[src/rtl/uart_pkg.sv]
// Shared UART definitions: frame length, bit-counter width, FSM states and
// the parity helper used by both the transmit and receive engines.
package uart_pkg;

  localparam int FRAME_BITS = 11;
  localparam int BITCNT_W   = 4;

  typedef enum logic [1:0] {
    IDLE    = 2'd0,
    LOADING = 2'd1,
    SENDING = 2'd2
  } uart_state_e;

  // XOR of the data bits actually on the line (bit 7 only in 8-bit mode),
  // inverted for odd parity.
  function automatic logic uart_parity(input logic [7:0] data,
                                       input logic       eight,
                                       input logic       ohel);
    uart_parity = (^data[6:0]) ^ (eight & data[7]) ^ ohel;
  endfunction

endpackage

[src/rtl/uart_bit_timer.sv]
// Bit-time and bit counters for the UART engines. BTU pulses at the end of
// every bit time while DOIT is high; DONE marks the BTU that ends the last
// bit. HALF_START shortens the first bit time to K/2 so a receiver can
// sample mid-bit; the transmitter uses the full-K variant.
module uart_bit_timer #(
  parameter int BAUD_W     = 19,
  parameter int NBITS      = 11,
  parameter bit HALF_START = 1'b0
) (
  input  logic              clk,
  input  logic              rst,
  input  logic              DOIT,
  input  logic [BAUD_W-1:0] K,
  output logic              BTU,
  output logic              DONE
);
  import uart_pkg::*;

  localparam logic [BAUD_W-1:0]   ONE_K   = BAUD_W'(1);
  localparam logic [BITCNT_W-1:0] ONE_B   = BITCNT_W'(1);
  localparam logic [BITCNT_W-1:0] LAST_B  = BITCNT_W'(NBITS - 1);

  logic [BAUD_W-1:0]   r_cnt;
  logic [BITCNT_W-1:0] r_bit;
  logic [BAUD_W-1:0]   w_term;

  // Terminal count of the current bit time.
  always_comb begin
    w_term = K - ONE_K;
    if (HALF_START && (r_bit == '0)) w_term = (K >> 1) - ONE_K;
  end

  assign BTU  = DOIT && (r_cnt == w_term);
  assign DONE = BTU && (r_bit == LAST_B);

  // Counters idle at zero whenever no frame is running.
  always_ff @(posedge clk or posedge rst) begin
    if (rst) begin
      r_cnt <= '0;
      r_bit <= '0;
    end else if (!DOIT || DONE) begin
      r_cnt <= '0;
      r_bit <= '0;
    end else if (BTU) begin
      r_cnt <= '0;
      r_bit <= r_bit + ONE_B;
    end else begin
      r_cnt <= r_cnt + ONE_K;
    end
  end

endmodule

[src/rtl/uart_tx_engine.sv]
// UART transmit engine: one byte per accepted LOAD becomes an 11-bit-time
// frame (start, 7/8 data LSB-first, optional parity, stop/idle fill).
// Optional line-break support is compiled in with `define UART_TX_BREAK_EN.
module uart_tx_engine #(
  parameter int BAUD_W     = 19,
  parameter int FRAME_BITS = 11
) (
  input  logic              clk,
  input  logic              rst,
  input  logic              LOAD,
  input  logic [7:0]        OUT_PORT,
  input  logic              EIGHT,
  input  logic              PEN,
  input  logic              OHEL,
  input  logic [BAUD_W-1:0] BAUD_K,
`ifdef UART_TX_BREAK_EN
  input  logic              BREAK,
`endif
  output logic              TX,
  output logic              TXRDY
);
  import uart_pkg::*;

  localparam logic [BAUD_W-1:0] ONE_K = BAUD_W'(1);
  localparam logic [BAUD_W-1:0] MIN_K = BAUD_W'(2);

  uart_state_e       r_state, w_next;
  logic [10:0]       r_sr;
  logic [7:0]        r_data;
  logic              r_eight, r_pen, r_ohel;
  logic [BAUD_W-1:0] r_k;

  logic              w_doit, w_btu, w_done, w_accept, w_par, w_bit8, w_bit9;
  logic [10:0]       w_frame;
  logic [BAUD_W-1:0] w_k_norm;
  logic              w_brk, w_brk_rec;

  // Bit times shorter than two clocks are not representable.
  assign w_k_norm = (BAUD_K < MIN_K) ? MIN_K : BAUD_K;
  assign w_accept = LOAD && TXRDY;

`ifdef UART_TX_BREAK_EN
  logic              r_brk_rec;
  logic [BAUD_W-1:0] r_brk_cnt;

  assign w_brk     = BREAK;
  assign w_brk_rec = r_brk_rec;

  // After BREAK drops, keep the line idle-high but not ready for one bit time.
  always_ff @(posedge clk or posedge rst) begin
    if (rst) begin
      r_brk_rec <= 1'b0;
      r_brk_cnt <= '0;
    end else if (BREAK) begin
      r_brk_rec <= 1'b1;
      r_brk_cnt <= '0;
    end else if (r_brk_rec) begin
      if (r_brk_cnt == r_k - ONE_K) begin
        r_brk_rec <= 1'b0;
        r_brk_cnt <= '0;
      end else begin
        r_brk_cnt <= r_brk_cnt + ONE_K;
      end
    end
  end
`else
  assign w_brk     = 1'b0;
  assign w_brk_rec = 1'b0;
`endif

  // Frame image b10..b0, b0 being the start bit.
  assign w_par   = uart_parity(r_data, r_eight, r_ohel);
  assign w_bit8  = r_eight ? r_data[7] : (r_pen ? w_par : 1'b1);
  assign w_bit9  = r_eight ? (r_pen ? w_par : 1'b1) : 1'b1;
  assign w_frame = {1'b1, w_bit9, w_bit8, r_data[6:0], 1'b0};

  uart_bit_timer #(
    .BAUD_W     (BAUD_W),
    .NBITS      (FRAME_BITS),
    .HALF_START (1'b0)
  ) u_timer (
    .clk  (clk),
    .rst  (rst),
    .DOIT (w_doit),
    .K    (r_k),
    .BTU  (w_btu),
    .DONE (w_done)
  );

  // State register.
  always_ff @(posedge clk or posedge rst) begin
    if (rst) r_state <= IDLE;
    else     r_state <= w_next;
  end

  // Next-state logic; a break always drops the engine back to IDLE.
  always_comb begin
    w_next = r_state;
    case (r_state)
      IDLE:    if (w_accept) w_next = LOADING;
      LOADING: w_next = SENDING;
      SENDING: if (w_done) w_next = IDLE;
      default: w_next = IDLE;
    endcase
    if (w_brk) w_next = IDLE;
  end

  // Outputs decoded from state.
  always_comb begin
    w_doit = (r_state == SENDING);
    TXRDY  = (r_state == IDLE) && !w_brk && !w_brk_rec;
    TX     = (r_state == SENDING) ? r_sr[0] : 1'b1;
    if (w_brk) TX = 1'b0;
  end

  // Format/data latch on accept, frame load, and shift on each bit boundary.
  always_ff @(posedge clk or posedge rst) begin
    if (rst) begin
      r_sr    <= '1;
      r_data  <= '0;
      r_eight <= 1'b0;
      r_pen   <= 1'b0;
      r_ohel  <= 1'b0;
      r_k     <= MIN_K;
    end else if (w_brk) begin
      r_sr <= '1;
      r_k  <= w_k_norm;
    end else if (w_accept) begin
      r_data  <= OUT_PORT;
      r_eight <= EIGHT;
      r_pen   <= PEN;
      r_ohel  <= OHEL;
      r_k     <= w_k_norm;
    end else if (r_state == LOADING) begin
      r_sr <= w_frame;
    end else if (w_btu) begin
      r_sr <= {1'b1, r_sr[10:1]};
    end
  end

endmodule
[config.mk]
export PLATFORM = sky130hd
export DESIGN_NAME = uart_tx_engine
export DESIGN_NICKNAME = d
export VERILOG_FILES = /design/src/rtl/uart_pkg.sv /design/src/rtl/uart_bit_timer.sv /design/src/rtl/uart_tx_engine.sv
export SDC_FILE = /design/constraint.sdc
export NUM_CORES = 1
export LEC_CHECK = 0
export CAP_MARGIN = 20
export CELL_PAD_IN_SITES_DETAIL_PLACEMENT = 0
export CELL_PAD_IN_SITES_GLOBAL_PLACEMENT = 2
export CORE_ASPECT_RATIO = 0.6
export CORE_MARGIN = 4
export CORE_UTILIZATION = 31
export DETAILED_ROUTE_END_ITERATION = 10
export PLACE_DENSITY = 0.67
export SLEW_MARGIN = 10
export SYNTH_ARGS = -nofsm -noshare
export SYNTH_HDL_FRONTEND = slang
export SYNTH_SLANG_ARGS = --single-unit
[constraint.sdc]
create_clock -name clk -period 3.9 [get_ports clk]
set_input_delay 0.78 -clock clk [delete_from_list [all_inputs] [get_ports clk]]
set_output_delay 0.78 -clock clk [all_outputs]
set_load 0.05 [all_outputs]
==> metrics, run 1 <==
xor/xnor share of the synthesized area=10.6%; Fmax=308 MHz; 1st-pass router iterations=4; first-pass GRT wire length=15700 um; Final Cycle Share=approximately 83%; CP startpoint=r_k[1]$_DFFE_PP1P_; clock sink count=65; Reg clk slew, reported paths=50 ps; Synth Area in Compound Gates=13.2%; crit path time final=3250 ps; largest net degree at the start of global routing=35; die area=~14000 sq um; Pwr Density=between 700 and 800 nW/um^2; wire per inst=between 15 and 20 um; Placer Congestion=slightly below 0.8; most frequent cells in the layout=dfrtp_1, nor2_1, clkdlybuf4s50_1, mux2_2, o21ai_0; Setup crit start kind=flip-flop; total grt overflow=0; clk_skew=between 7 and 8 ps; synthesized flop and latch total=65; Final Max Tran Viols=0; met3 Resource Use GR=4.55%; PnR worst setup slack=654 ps; Die W=149 um; Max-Slew Margin vs Limit=between 30% and 40%; FFs w/ async S/R, synth=100%; Final ANT Viol Nets=0; pre-CTS WS=approximately 700 ps; largest family of logic cells by synthesized area=simple AND/OR/NAND/NOR gates; Adder-Cell Fraction of Synth Area=between 1 and 1.5%; initial core utilization=32.3%; CTS buffer count=9; IO buf count=34; critical path class=flip-flop to flip-flop; clock root buffer master=clkbuf_16; busiest grt layer=met1; FILL cells=1174; Critical Path RT=4150 ps; hold crit path type=flip-flop to flip-flop; commonest non-fill, non-tap cell in the layout=dfrtp_1; Crit path largest cell delay=approximately 570 ps; Setup violations, final=0; RR Startpoint=r_k[1]$_DFFE_PP1P_; Die H=92.7 um; post-DP HPWL=roughly 7100 um; Area growth syn-to-layout=20.2%; Post-Syn Nets=402; synth warn=0; setup TNS=0 ps; number of diodes=0; total core area=between 10000 and 15000 sq um; Pleak=1.68 nW; Total Wirelength=9500 um; fraction of synthesized area in multiplexers=7.90%; Post CTS Setup Buffer Count=0; FF+latch area=1640 sq um; Post-synth EDFFs=0; peak supply drop=about 0.27 mV; initial DRC count=~130; Max-Cap Viols=0; IO Count=35; Seq/Total Area, Yosys=44.3%; Primary FF master, synth=dfrtp_1; Fin. Hold Viols=0; Worst Setup End Kind=flip-flop; R2R setup slack=650 ps; CTS Buffer Depth=2; Post-Synth Simple-Gate Area=19.0%; transition time of the tightest slew-check pin=938 ps; cts hold-fix bufs=0; Yosys cell types=57; Mean Syn Cell Area=10.2 sq um; Critical-path top delay cell=dfstp_2; post-CTS sizing=0; critical path peak fanout=18; GRT Util Overall=14.7%; area of the multi-input gates=1930 sq um; H-tree depth=3; GR Util met1=between 20% and 30%; status=finished clean; clk_lat worst skew=330 ps; GRT met2 Usage=17.2%; critical path arrival=between 3000 and 4000 ps; Layout Nets=430; DR vias=2830; synthesized area=3700 sq um; initial antenna violation count=0; layout cell share with drive strength beyond 1=17.3%; vias in the first global route=2803; CP cell instances=inv_1, ha_1, or3b_1, nor3_1, o311a_1, a2111oi_2, o2111ai_4, or4_1, a21oi_1; Rows=30; beginning of the worst hold path=r_sr[1]$_DFFE_PP1P_; Syn Inst Count=around 370; DRC Markers=0; unrepaired setup endpoints after global routing=false; CTS tree=done; vias per inst=5.07
## registers in the layout (all words and copies together) (netlist names)
| signal | count |
|---|---|
| r_data | 8 |
| r_eight | 1 |
| r_k | 19 |
| r_ohel | 1 |
| r_pen | 1 |
| r_sr | 10 |
| r_state | 2 |
| u_timer.r_bit | 4 |
| u_timer.r_cnt | 19 |
## power by group
part / total [mW] / internal [mW] / switching, mW
sequential: 1.22 / 0.929 / 0.289
clock: 0.740 / 0.446 / 0.294
combinational: 1.18 / 0.551 / 0.630
total: 3.14 / 1.93 / 1.21
## area by class of cell
class,count,share of cell area [%]
multi-input cells,271,43.4
clock inverters,3,0.393
well taps,160,4.50
clock buffers,13,5.62
inverters,8,0.674
flip-flops and latches,65,36.8
repair buffers,38,8.60
## worst paths after layout
kind / endpoint / cells after the start
worst max-delay path: u_timer.r_bit[0]$_DFFE_PP0P_ / 9
worst min-delay path: r_sr[0]$_DFFE_PP1P_ / 2
worst max register to register: u_timer.r_bit[0]$_DFFE_PP0P_ / 9
worst min register to register: r_sr[0]$_DFFE_PP1P_ / 2
max in group asynchronous: r_sr[0]$_DFFE_PP1P_ / 3
min in group asynchronous: r_k[5]$_DFFE_PP0P_ / 2
## cell families after synthesis
family                     after synthesis
adders and majority gates                4
xor gates and xnor gates                45
and+or+nand+nor                        123
AOI/OAI and AO/OA                       73
muxes                                   26
DFF                                     65
buffers and inverters                   29
## cells in the mapped netlist, types with 5 or more instances
library cell  instances  share of area (%)
nand3_1              16                2.2
or4_1                 6                1.2
clkbuf_1             11                1.1
nand2b_1              5               0.84
dfstp_2              11                7.8
nand2_1               8               0.81
xor2_1               22                5.2
a21oi_1              19                2.6
a31oi_1               8                1.4
o21ai_0              24                3.2
nor3_1                5               0.68
mux2_2               26                7.9
nor4_1                5               0.84
nand4_1               7                1.2
buf_2                 5               0.68
inv_1                 8               0.81
dfrtp_1              54                 36
nor2_1               40                4.1
xnor2_1              23                5.4
## critical path, delay by kind of cell, from the launching register on
family	cells	cell delay (ps)
and+or+nand+nor	3	1000
buffers and inverters	1	50
AOI/OAI and AO/OA	4	1330
adders and majority gates	1	220
DFF	1	570
## stage by stage
stage	hold WS [ps]	power [mW]	area (sq um)	util, %	cells
6_report	491	3.14	4450	38.8	558
4_1_cts	490	3.17	4450	38.8	558
5_1_grt	499	3.37	4450	38.8	558
3_5_place_dp	481	2.41	4190	36.4	542
2_1_floorplan	461	2.11	3700	-	365
3_3_place_gp	475	2.41	4190	36.4	542
## layer usage
metal	up-vias	share of wire (%)
met4	0	0.87
met3	9	4.7
met1	1395	59
met2	48	36
li1	1378	-
met5	-	0
No activity file was read; power rests on OpenSTA's default activity.
==> run 2, diff against run 1 <==
==> constraint.sdc (replaced) <==
create_clock -name clk -period 3.4 [get_ports clk]
set_input_delay 0.68 -clock clk [delete_from_list [all_inputs] [get_ports clk]]
set_output_delay 0.68 -clock clk [all_outputs]
set_load 0.05 [all_outputs]
==> metrics, run 2 (synthesis gave the netlist of run 1 again) <==
Final Cycle Share=93.0% (was 83.2%); DR vias=2805 (was 2830); initial DRC count=185 (was 129); wire per inst=16.8 um (was 17.0 um); unrepaired setup endpoints after global routing=false (unchanged); Pwr Density=818 nW/um^2 (was 705 nW/um^2); Final Max Tran Viols=0 (unchanged); CTS tree=done (unchanged); IO Count=35 (unchanged); Setup violations, final=0 (unchanged); Die W=149 um (unchanged); busiest grt layer=met1 (unchanged); clock sink count=65 (unchanged); commonest non-fill, non-tap cell in the layout=dfrtp_1 (unchanged); hold crit path type=flip-flop to flip-flop (unchanged); crit path time final=3160 ps (was 3250 ps); Area growth syn-to-layout=22.4% (was 20.2%); critical path class=flip-flop to flip-flop (unchanged); CTS buffer count=9 (unchanged); Die H=92.7 um (unchanged); post-CTS sizing=0 (unchanged); Max-Cap Viols=0 (unchanged); total core area=11500 sq um (unchanged); Worst Setup End Kind=flip-flop (unchanged); clk_lat worst skew=330 ps (about the same); Layout Nets=438 (was 430); initial core utilization=32.3% (unchanged); Fin. Hold Viols=0 (unchanged); status=finished clean (unchanged); R2R setup slack=240 ps (was 650 ps); RR Startpoint=r_k[1]$_DFFE_PP1P_ (unchanged); Rows=30 (unchanged); CP startpoint=r_k[1]$_DFFE_PP1P_ (unchanged); layout cell share with drive strength beyond 1=20.0% (was 17.3%); vias in the first global route=2828 (was 2803); Worst Reg2Reg Path Length in Cells=9 (unchanged); die area=13800 sq um (unchanged); met3 Resource Use GR=4.11% (was 4.55%); Fmax=316 MHz (was 308 MHz); initial antenna violation count=0 (unchanged); Total Wirelength=9520 um (was 9500 um); most frequent cells in the layout=dfrtp_1, nor2_1, clkdlybuf4s50_1, mux2_2, o21ai_0 (unchanged); GRT Util Overall=14.7% (about the same); GR Util met1=24.5% (about the same); setup TNS=0 ps (unchanged); clock root buffer master=clkbuf_16 (unchanged); post-DP HPWL=7200 um (was 7060 um); total grt overflow=0 (unchanged); r2r endpoint=u_timer.r_bit[2]$_DFFE_PP0P_ (was u_timer.r_bit[0]$_DFFE_PP0P_); FILL cells=1180 (was 1174); number of diodes=0 (unchanged); biggest registers after layout=r_k (19), u_timer.r_cnt (19), r_sr (10) (unchanged); Final ANT Viol Nets=0 (unchanged); first-pass GRT wire length=15700 um (about the same); IO buf count=34 (unchanged); vias per inst=4.96 (was 5.07); Pleak=1.73 nW (was 1.68 nW); transition time of the tightest slew-check pin=943 ps (was 938 ps); crit path to=u_timer.r_bit[2]$_DFFE_PP0P_ (was u_timer.r_bit[0]$_DFFE_PP0P_); DRC Markers=0 (unchanged); clk_skew=6.57 ps (was 7.47 ps); Setup crit start kind=flip-flop (unchanged); CTS Buffer Depth=2 (unchanged); Max-Slew Margin vs Limit=36.9% (was 37.2%); largest net degree at the start of global routing=35 (unchanged); Crit path largest cell delay=580 ps (was 570 ps); PnR worst setup slack=237 ps (was 654 ps); cts hold-fix bufs=0 (unchanged); H-tree depth=3 (unchanged); Placer Congestion=0.790 (was 0.774); Critical Path RT=3650 ps (was 4150 ps); peak supply drop=0.273 mV (was 0.266 mV); Critical-path top delay cell=or4_1 (was dfstp_2); Reg clk slew, reported paths=60 ps (was 50 ps); GRT met2 Usage=17.7% (was 17.2%); Post CTS Setup Buffer Count=0 (unchanged); CP cell instances=inv_1, ha_1, or3b_1, nor3_1, o311a_1, a2111oi_2, o2111ai_4, or4_1, a21oi_1 (unchanged); pre-CTS WS=181 ps (was 698 ps); critical path peak fanout=18 (unchanged); 1st-pass router iterations=4 (unchanged); critical path arrival=3410 ps (was 3490 ps)
## run 2: changes by cell type in the layout (fill, tap and decap cells not counted), sizes merged
cell,previous run,this run
clkinv,2,3
buf,4,12
clkbuf,13,11
clkinvlp,1,2
## run 2: worst min path at each step
| stage | from | end | slack, ps | cells past startpoint |
|---|---|---|---|---|
| floorplan | r_sr[1]$_DFFE_PP1P_ | r_sr[0]$_DFFE_PP1P_ | 460 | 2 |
| global placement | r_sr[1]$_DFFE_PP1P_ | r_sr[0]$_DFFE_PP1P_ | 480 | 2 |
| detailed placement | r_sr[1]$_DFFE_PP1P_ | r_sr[0]$_DFFE_PP1P_ | 480 | 2 |
| CTS | r_sr[1]$_DFFE_PP1P_ | r_sr[0]$_DFFE_PP1P_ | 480 | 2 |
| global route | r_sr[1]$_DFFE_PP1P_ | r_sr[0]$_DFFE_PP1P_ | 500 | 2 |
| finish | r_sr[1]$_DFFE_PP1P_ | r_sr[0]$_DFFE_PP1P_ | 490 | 2 |
## run 2: layout make-up
type	instances	area [sq um]	share of cell area, %
Multi-Input combinational cell	271	1940	42.7
Sequential cell	65	1640	36.2
Clock inverter	5	30.0	0.662
Tap cell	160	200	4.42
Inverter	8	30.0	0.662
Clock buffer	11	253	5.57
Timing Repair Buffer	46	443	9.77
## run 2: per-layer routing
layer	routed length, um	vias up
li1	-	1390
met4	87	0
met2	3430	53
met3	387	12
met1	5620	1350
met5	0	-
## run 2: critical path: cells and delay by family (launching register included)
kind	cells	cell delay [ps]
AOI/OAI and AO/OA	4	1280
and+or+nand+nor	3	970
DFF	1	560
adders and majority gates	1	210
buffers and inverters	1	50
## run 2: stage by stage
stage | power [mW] | area (sq um) | util [%] | cells | hold WS [ps]
2_1_floorplan | 2.42 | 3700 | - | 365 | 461
3_3_place_gp | 2.83 | 4250 | 37.0 | 550 | 477
3_5_place_dp | 2.84 | 4250 | 37.0 | 550 | 479
4_1_cts | 3.74 | 4530 | 39.4 | 566 | 481
5_1_grt | 3.97 | 4530 | 39.5 | 566 | 500
6_report | 3.71 | 4530 | 39.5 | 566 | 486
## run 2: report_power, final
group          switching [mW]  internal (mW)
clock                   0.343          0.529
combinational           0.777          0.681
sequential              0.312           1.07
==> run 3, diff against run 2 <==
--- a/config.mk
+++ b/config.mk
@@ -12,6 +12,7 @@
 export CORE_MARGIN = 4
 export CORE_UTILIZATION = 31
 export DETAILED_ROUTE_END_ITERATION = 10
+export GPL_TIMING_DRIVEN = 0
 export PLACE_DENSITY = 0.67
 export SLEW_MARGIN = 10
 export SYNTH_ARGS = -nofsm -noshare
==> metrics, run 3 (synthesis gave the netlist of run 1 again) <==
Worst Setup End Kind=flip-flop (unchanged); Hold Crit Endpoint=r_sr[0]$_DFFE_PP1P_ (unchanged); H-tree depth=3 (unchanged); crit path time final=3150 ps (was 3160 ps); Final Cycle Share=92.6% (was 93.0%); RR Startpoint=r_k[0]$_DFFE_PP0P_ (was r_k[1]$_DFFE_PP1P_); Setup crit start kind=flip-flop (unchanged); Die W=149 um (unchanged); Max-Slew Margin vs Limit=58.3% (was 36.9%); beginning of the worst hold path=r_sr[0]$_DFFE_PP1P_ (was r_sr[1]$_DFFE_PP1P_); FILL cells=1167 (was 1180); metal3 WL=666 um (was 387 um); critical path arrival=3400 ps (was 3410 ps); Critical Path RT=3650 ps (about the same); total core area=11500 sq um (unchanged); dpl cell area=4280 sq um (was 4250 sq um); IO buf count=34 (unchanged); unrepaired setup endpoints after global routing=false (unchanged); biggest registers after layout=r_k (19), u_timer.r_cnt (19), r_sr (10) (unchanged); FF+latch area=1640 sq um (unchanged); Design Power=3.82 mW (was 3.71 mW); 1st-pass router iterations=4 (unchanged); clock root buffer master=clkbuf_16 (unchanged); Setup violations, final=0 (unchanged); vias in the first global route=2713 (was 2828); Reg clk slew, reported paths=60 ps (about the same); GRT Util Overall=15.2% (was 14.7%); Critical-path top delay cell=or4_1 (unchanged); Final Non-Filler Cells=577 (was 566); initial DRC count=177 (was 185); top sig layer=met4 (unchanged); peak supply drop=0.299 mV (was 0.273 mV); Layout Nets=449 (was 438); Pleak=1.74 nW (was 1.73 nW); critical path peak fanout=9 (was 18); DRT met1 WL=5660 um (was 5620 um); IO Count=35 (unchanged); layout cell share with drive strength beyond 1=18.9% (was 20.0%); Fin. Hold Viols=0 (unchanged); setup TNS=0 ps (unchanged); CP cell instances=inv_1, ha_1, or3b_1, buf_2, o31ai_1, o311ai_1, nor4_4, o2111ai_4, or4_1, a21oi_1 (was inv_1, ha_1, or3b_1, nor3_1, o311a_1, a2111oi_2, o2111ai_4, or4_1, a21oi_1); Hold Path Cell Cnt=2 (unchanged); post-DP HPWL=7470 um (was 7200 um); CTS buffer count=9 (unchanged); vias per inst=4.92 (was 4.96); hold crit path type=flip-flop to flip-flop (unchanged); Final Max Tran Viols=0 (unchanged); placed insts=560 (was 550); critical path class=flip-flop to flip-flop (unchanged); R2R setup slack=250 ps (was 240 ps); Worst Reg2Reg Path Length in Cells=10 (was 9); initial core utilization=32.3% (unchanged); Pwr Density=827 nW/um^2 (was 818 nW/um^2); first-pass GRT wire length=15900 um (was 15700 um); Rows=30 (unchanged); most frequent cells in the layout=dfrtp_1, nor2_1, clkdlybuf4s50_1, mux2_2, o21ai_0 (unchanged); commonest non-fill, non-tap cell in the layout=dfrtp_1 (unchanged); CTS Buffer Depth=2 (unchanged); transition time of the tightest slew-check pin=619 ps (was 943 ps); DR vias=2839 (was 2805); Max-Cap Viols=0 (unchanged); Total Wirelength=9840 um (was 9520 um); r2r endpoint=u_timer.r_bit[2]$_DFFE_PP0P_ (unchanged); initial antenna violation count=0 (unchanged); worst hold margin=485 ps (was 486 ps); total grt overflow=0 (unchanged); clk_skew=5.59 ps (was 6.57 ps); clk_lat worst skew=330 ps (about the same); die area=13800 sq um (unchanged); Crit path largest cell delay=560 ps (was 580 ps); Final ANT Viol Nets=0 (unchanged); Die H=92.7 um (unchanged); status=finished clean (unchanged); CTS tree=done (unchanged); largest net degree at the start of global routing=48 (was 35); final instance area=4620 sq um (was 4530 sq um); Area growth syn-to-layout=24.8% (was 22.4%); met2 wire len=3400 um (was 3430 um); area of the multi-input gates=1960 sq um (was 1940 sq um); Placer Congestion=0.791 (was 0.790); wire per inst=17.1 um (was 16.8 um); cts hold-fix bufs=0 (unchanged); number of diodes=0 (unchanged); Fmax=318 MHz (was 316 MHz); DRC Markers=0 (unchanged); clock sink count=65 (unchanged)
-- run 3: cell types whose count changed in the layout (fill, tap and decap cells not counted), sizes merged --
cell      previous run  this run
clkinvlp             2         1
bufinv               0         1
clkbuf              11        24
buf                 12        11
clkinv               3         2
-- run 3: layout make-up --
type / instances / share of cell area (%)
timing repair buffer: 36 / 8.12
clock buffer: 12 / 5.55
sequential: 65 / 35.5
tap: 160 / 4.33
buffer: 21 / 2.25
clock inverter: 4 / 1.11
multi-input combinational: 271 / 42.5
inverter: 8 / 0.704
-- run 3: report_power, final --
part | internal, mW | switching [mW]
registers | 1.07 | 0.271
clock network | 0.608 | 0.354
logic | 0.691 | 0.834
-- run 3: metrics by stage --
| stage | setup slack [ps] | utilization, % |
|---|---|---|
| CTS | 169 | 40.1 |
| floorplan | 600 | - |
| finish | 253 | 40.3 |
| global route | 15.0 | 40.3 |
| detailed placement | -252 | 37.2 |
| global placement | -300 | 37.0 |
-- run 3: repair_timing --
action,CTS,global route
setup endpoints to repair,10,7
cloned,0,0
pin swaps,1,0
resized for setup,3,3
buffers inserted,1,0
endpoints found under the hold margin,0,0
-- run 3: critical path: cells and delay by family, from the launching register on --
kind / cells / cell delay [ps]
buffers and inverters: 2 / 270
AND/OR/NAND/NOR: 3 / 1310
flip-flops: 1 / 440
adder cells (fa/ha/maj): 1 / 220
AO/OA/AOI/OAI: 4 / 820
-- run 3: worst max-delay path by stage --
stage | to | from | slack, ps
detailed placement | u_timer.r_cnt[12]$_DFF_PP0_ | r_k[2]$_DFFE_PP0P_ | -250
global route | u_timer.r_bit[2]$_DFFE_PP0P_ | r_k[0]$_DFFE_PP0P_ | 20
floorplan | u_timer.r_bit[2]$_DFFE_PP0P_ | r_k[1]$_DFFE_PP1P_ | 600
global placement | u_timer.r_cnt[15]$_DFF_PP0_ | rst | -300
finish | u_timer.r_bit[2]$_DFFE_PP0P_ | r_k[0]$_DFFE_PP0P_ | 250
CTS | r_sr[7]$_DFFE_PP1P_ | r_k[1]$_DFFE_PP1P_ | 170
-- run 3: routing by layer --
layer / up-vias / track usage, %
li1: 1406 / -
met1: 1368 / 26.2
met2: 55 / 16.7
met3: 10 / 4.65
met4: 0 / 4.11
met5: - / 0
==> patch 1, RTL diff (config.mk and constraints of run 1) <==
`HALF_START` is set to 1'b0 in 2 places; all go to 1'b1.
--- a/src/rtl/uart_bit_timer.sv
+++ b/src/rtl/uart_bit_timer.sv
@@ -7,3 +7,3 @@
   parameter int NBITS      = 11,
-  parameter bit HALF_START = 1'b0
+  parameter bit HALF_START = 1'b1
 ) (
--- a/src/rtl/uart_tx_engine.sv
+++ b/src/rtl/uart_tx_engine.sv
@@ -79,3 +79,3 @@
     .NBITS      (FRAME_BITS),
-    .HALF_START (1'b0)
+    .HALF_START (1'b1)
   ) u_timer (
Formal check against the unedited RTL: not equivalent (a bounded check fails within 4 cycles, from zero or initial values and one cycle with rst high).
==> patch 1 against run 1 <==
- the run now ends with setup timing left
- total power grew 30%
- design area rose by 36%
- sequential share of layout area shrank 9.7 points
- sequential cell count unchanged
- area after synthesis grew 25%
- setup slack lost 0.73 ns
- routed wire length is 58% higher
- largest cell class unchanged
- largest power group is now combinational logic
==> patch 1: results (changes against run 1) <==
{| class="wikitable"
! Metric !! Value
|-
| Post-synthesis mux area share || 10.50% (+2.6 points)
|-
| Count of placed standard cells in the final layout, fillers left out || 760 (+36%)
|-
| Pre-CTS setup slack || -0.1019 ns (-0.8000 ns)
|-
| Number of iterations in the first detailed-routing pass || 5 (+1)
|-
| Yosys cell types || 74 (+30%)
|-
| Via count of the first global-routing pass || 3995 (+43%)
|-
| Number of nets in the synthesized netlist || 534 (+33%)
|-
| Final Skew || 0.008803 ns (+0.001336 ns)
|-
| Post-layout nets || 595 (+38%)
|-
| Post-route worst setup slack || -0.07397 ns (-0.7284 ns)
|-
| Instance area at placement || 5430 um2 (+30%)
|-
| Largest net degree at the start of global routing || 66 (+89%)
|-
| Min Hold Slack || 0.4605 ns (-0.03047 ns)
|-
| Failing checks || setup timing
|-
| Result of the run || finished, violations left
|-
| DP HPWL || 11.06 mm (+57%)
|-
| # fillers || 1446 (+23%)
|-
| Routed len/inst || 19.79 um (+16%)
|-
| Fraction of final layout cells sized beyond drive strength 1 || 27.94% (+11 points)
|-
| Crit path max fanout || 10 (-8)
|-
| Vias/cell || 5.489 (+8.2%)
|-
| Arrival time at the worst endpoint || 4.18 ns (+0.69 ns)
|-
| Final sum of negative setup slack || -1.269 ns (-1.269 ns)
|-
| Average cell area after synthesis || 9.349 um2 (-7.9%)
|-
| Number of setup violations in the final report || 21 (+21)
|-
| Reg-to-reg critical path startpoint || u_timer.r_bit[0]$_DFFE_PP0P_
|-
| Hold Path Origin || r_sr[7]$_DFFE_PP1P_
|-
| Post-synthesis share of cell area spent on full adders, half adders and majority gates || 1.349% (-0.0017 points)
|-
| Endpoint of the worst-slack reg-to-reg timing path || u_timer.r_cnt[16]$_DFF_PP0_
|-
| R2R cell count || 16 (+7)
|-
| Total routing resource utilization after global routing || 17.75% (+3.1 points)
|-
| RePlAce Congestion || 0.8350 (+8.0%)
|-
| Top Family by Delay on Critical Path || simple AND/OR/NAND/NOR gates
|}
-- patch 1: area by class of cell --
class	instances	area share, %
Tap cell	198	4.103
Clock buffer	10	3.792
Timing Repair Buffer	90	13.51
Sequential cell	65	27.17
Multi-Input combinational cell	383	50.10
Inverter	8	0.4973
Clock inverter	6	0.8288
-- patch 1: power breakdown --
part	switching (mW)	internal, mW
Combinational	1.08	0.967
Clock	0.328	0.437
Sequential	0.328	0.932
Total	1.74	2.34
-- patch 1: layer usage --
metal	vias up	track usage (%)	part of all wire, %
li1	1986	-	-
met1	2089	28.81	55
met2	87	23.40	40
met3	10	3.831	4.6
met4	0	3.676	0.79
met5	-	0	0
-- patch 1: repair_timing --
item | 4_1_cts | 5_1_grt
endpoints found under the hold margin | 0 | 0
pin swaps | 6 | 14
gates resized for setup | 17 | 21
buffers inserted | 7 | 6
setup endpoints to repair | 32 | 34
hold buffers | 0 | 0
cloned | 2 | 0
==> patch 2, RTL diff (config.mk and constraints of run 1) <==
Made on the original files. Encoding of `uart_state_e`: now one-hot (3 bits for 3 states).
--- a/src/rtl/uart_pkg.sv
+++ b/src/rtl/uart_pkg.sv
@@ -7,6 +7,6 @@
 
-  typedef enum logic [1:0] {
-    IDLE    = 2'd0,
-    LOADING = 2'd1,
-    SENDING = 2'd2
+  typedef enum logic [2:0] {
+    IDLE    = 3'b001,
+    LOADING = 3'b010,
+    SENDING = 3'b100
   } uart_state_e;
Formal check against the unedited RTL: no difference found for any inputs over 10 cycles, from zero or initial values and one cycle with rst high; not proved beyond that.
==> patch 2 against run 1 <==
- combinational power grew 12%
- total power grew 8.0%
- synthesized cell count grew 13%
- via count grew 19%
- critical path depth is the same
- routed wire length grew 24%
- setup slack lost 0.17 ns
- design area grew 9.1%
- sequential share of layout area shrank 2.5 points
- sequential cell count grew 1
- area after synthesis grew 8.8%
==> patch 2: results (changes against run 1) <==
{| class="wikitable"
! Metric !! Value
|-
| Sequential-to-total area share from yosys stat || 41.33% (-2.9 points)
|-
| Post-layout nets || 481 (+12%)
|-
| Inst Count DP || 598 (+10%)
|-
| Largest cells by area after synthesis || sky130_fd_sc_hd__dfrtp_1 34%, sky130_fd_sc_hd__mux2_2 8.1%, sky130_fd_sc_hd__dfstp_2 7.8%
|-
| Total vias in the final route || 3363 (+19%)
|-
| Worst reg-to-reg setup slack || 0.49 ns (-0.17 ns)
|-
| Pre-CTS setup slack || 0.5396 ns (-0.1586 ns)
|-
| Crit path max fanout || 12 (-6)
|-
| Yosys cell types || 67 (+18%)
|-
| Met1 wire length || 6.741 mm (+21%)
|-
| Final critical-path share of the clock period || 87.54% (+4.3 points)
|-
| Hold Path Origin || r_sr[8]$_DFFE_PP1P_
|-
| First-pass GRT wire length || 19.00 mm (+21%)
|-
| Total routing resource utilization after global routing || 16.72% (+2.0 points)
|-
| GR Layer Usage met2 || 20.45% (+3.2 points)
|-
| Instance area at placement || 4572 um2 (+9.2%)
|-
| Final Skew || 0.006716 ns (-0.0007511 ns)
|-
| Actual slew at the worst max-slew pin || 0.7508 ns (-0.1873 ns)
|-
| Number of nets in the synthesized netlist || 448 (+11%)
|-
| Leakage component of the power || 1.810 nW (+7.8%)
|-
| Initial DRC Count || 316 (+140%)
|-
| DP HPWL || 8.808 mm (+25%)
|-
| Met3 wirelength from detailed routing || 657 um (+48%)
|-
| Average cell area after synthesis || 9.812 um2 (-3.3%)
|-
| Result of the run || finished clean
|-
| Via count of the first global-routing pass || 3211 (+15%)
|-
| Critical Path Source || r_k[0]$_DFFE_PP0P_
|-
| Top Family by Delay on Critical Path || simple AND/OR/NAND/NOR gates
|-
| Synth Register Bits || 66 (+1.5%)
|-
| Min Hold Slack || 0.5004 ns (+0.009375 ns)
|-
| RePlAce Congestion || 0.8768 (+13%)
|-
| Number of iterations in the first detailed-routing pass || 5 (+1)
|-
| Worst voltage drop across the vdd grid || 0.3481 mV (+31%)
|-
| Met1 global-route usage || 27.29% (+2.8 points)
|-
| Leading post-synthesis cells by instance count || 54 x sky130_fd_sc_hd__dfrtp_1, 31 x sky130_fd_sc_hd__nor2_1, 30 x sky130_fd_sc_hd__nor3_1
|-
| Met3 usage || 4.807% (+0.26 points)
|-
| Vias/cell || 5.477 (+8.0%)
|-
| Crit path to || u_timer.r_bit[3]$_DFFE_PP0P_
|-
| Routed len/inst || 19.24 um (+13%)
|-
| Fraction of final layout cells sized beyond drive strength 1 || 18.49% (+1.1 points)
|-
| CP max-delay cell || sky130_fd_sc_hd__or4_4
|}
patch 2: layout make-up:
| type | instances | area, um2 | share of cell area [%] |
|---|---|---|---|
| Clock inverter | 5 | 55.05 | 1.133 |
| Timing Repair Buffer | 46 | 442.9 | 9.114 |
| Tap cell | 165 | 206.4 | 4.248 |
| Inverter | 11 | 41.29 | 0.8496 |
| Clock buffer | 11 | 232.7 | 4.789 |
| Multi-Input combinational cell | 310 | 2215 | 45.57 |
| Sequential cell | 66 | 1667 | 34.29 |
patch 2: cell families (layout without fill, tap and decap cells):
logic type      Yosys count  count (layout)  synth area share, %
simple gates            161             161                22.74
compound gates           74              74                13.34
flops                    66              66                41.33
buf+inv                  35              73                3.754
xor+xnor                 41              41                9.246
fa+ha+maj                 4               4                1.241
mux                      30              30                8.346
patch 2: where the power goes:
group          switching (mW)  internal (mW)  total [mW]
combinational           0.689          0.631        1.32
clock                   0.309          0.493       0.802
sequential              0.325          0.942        1.27
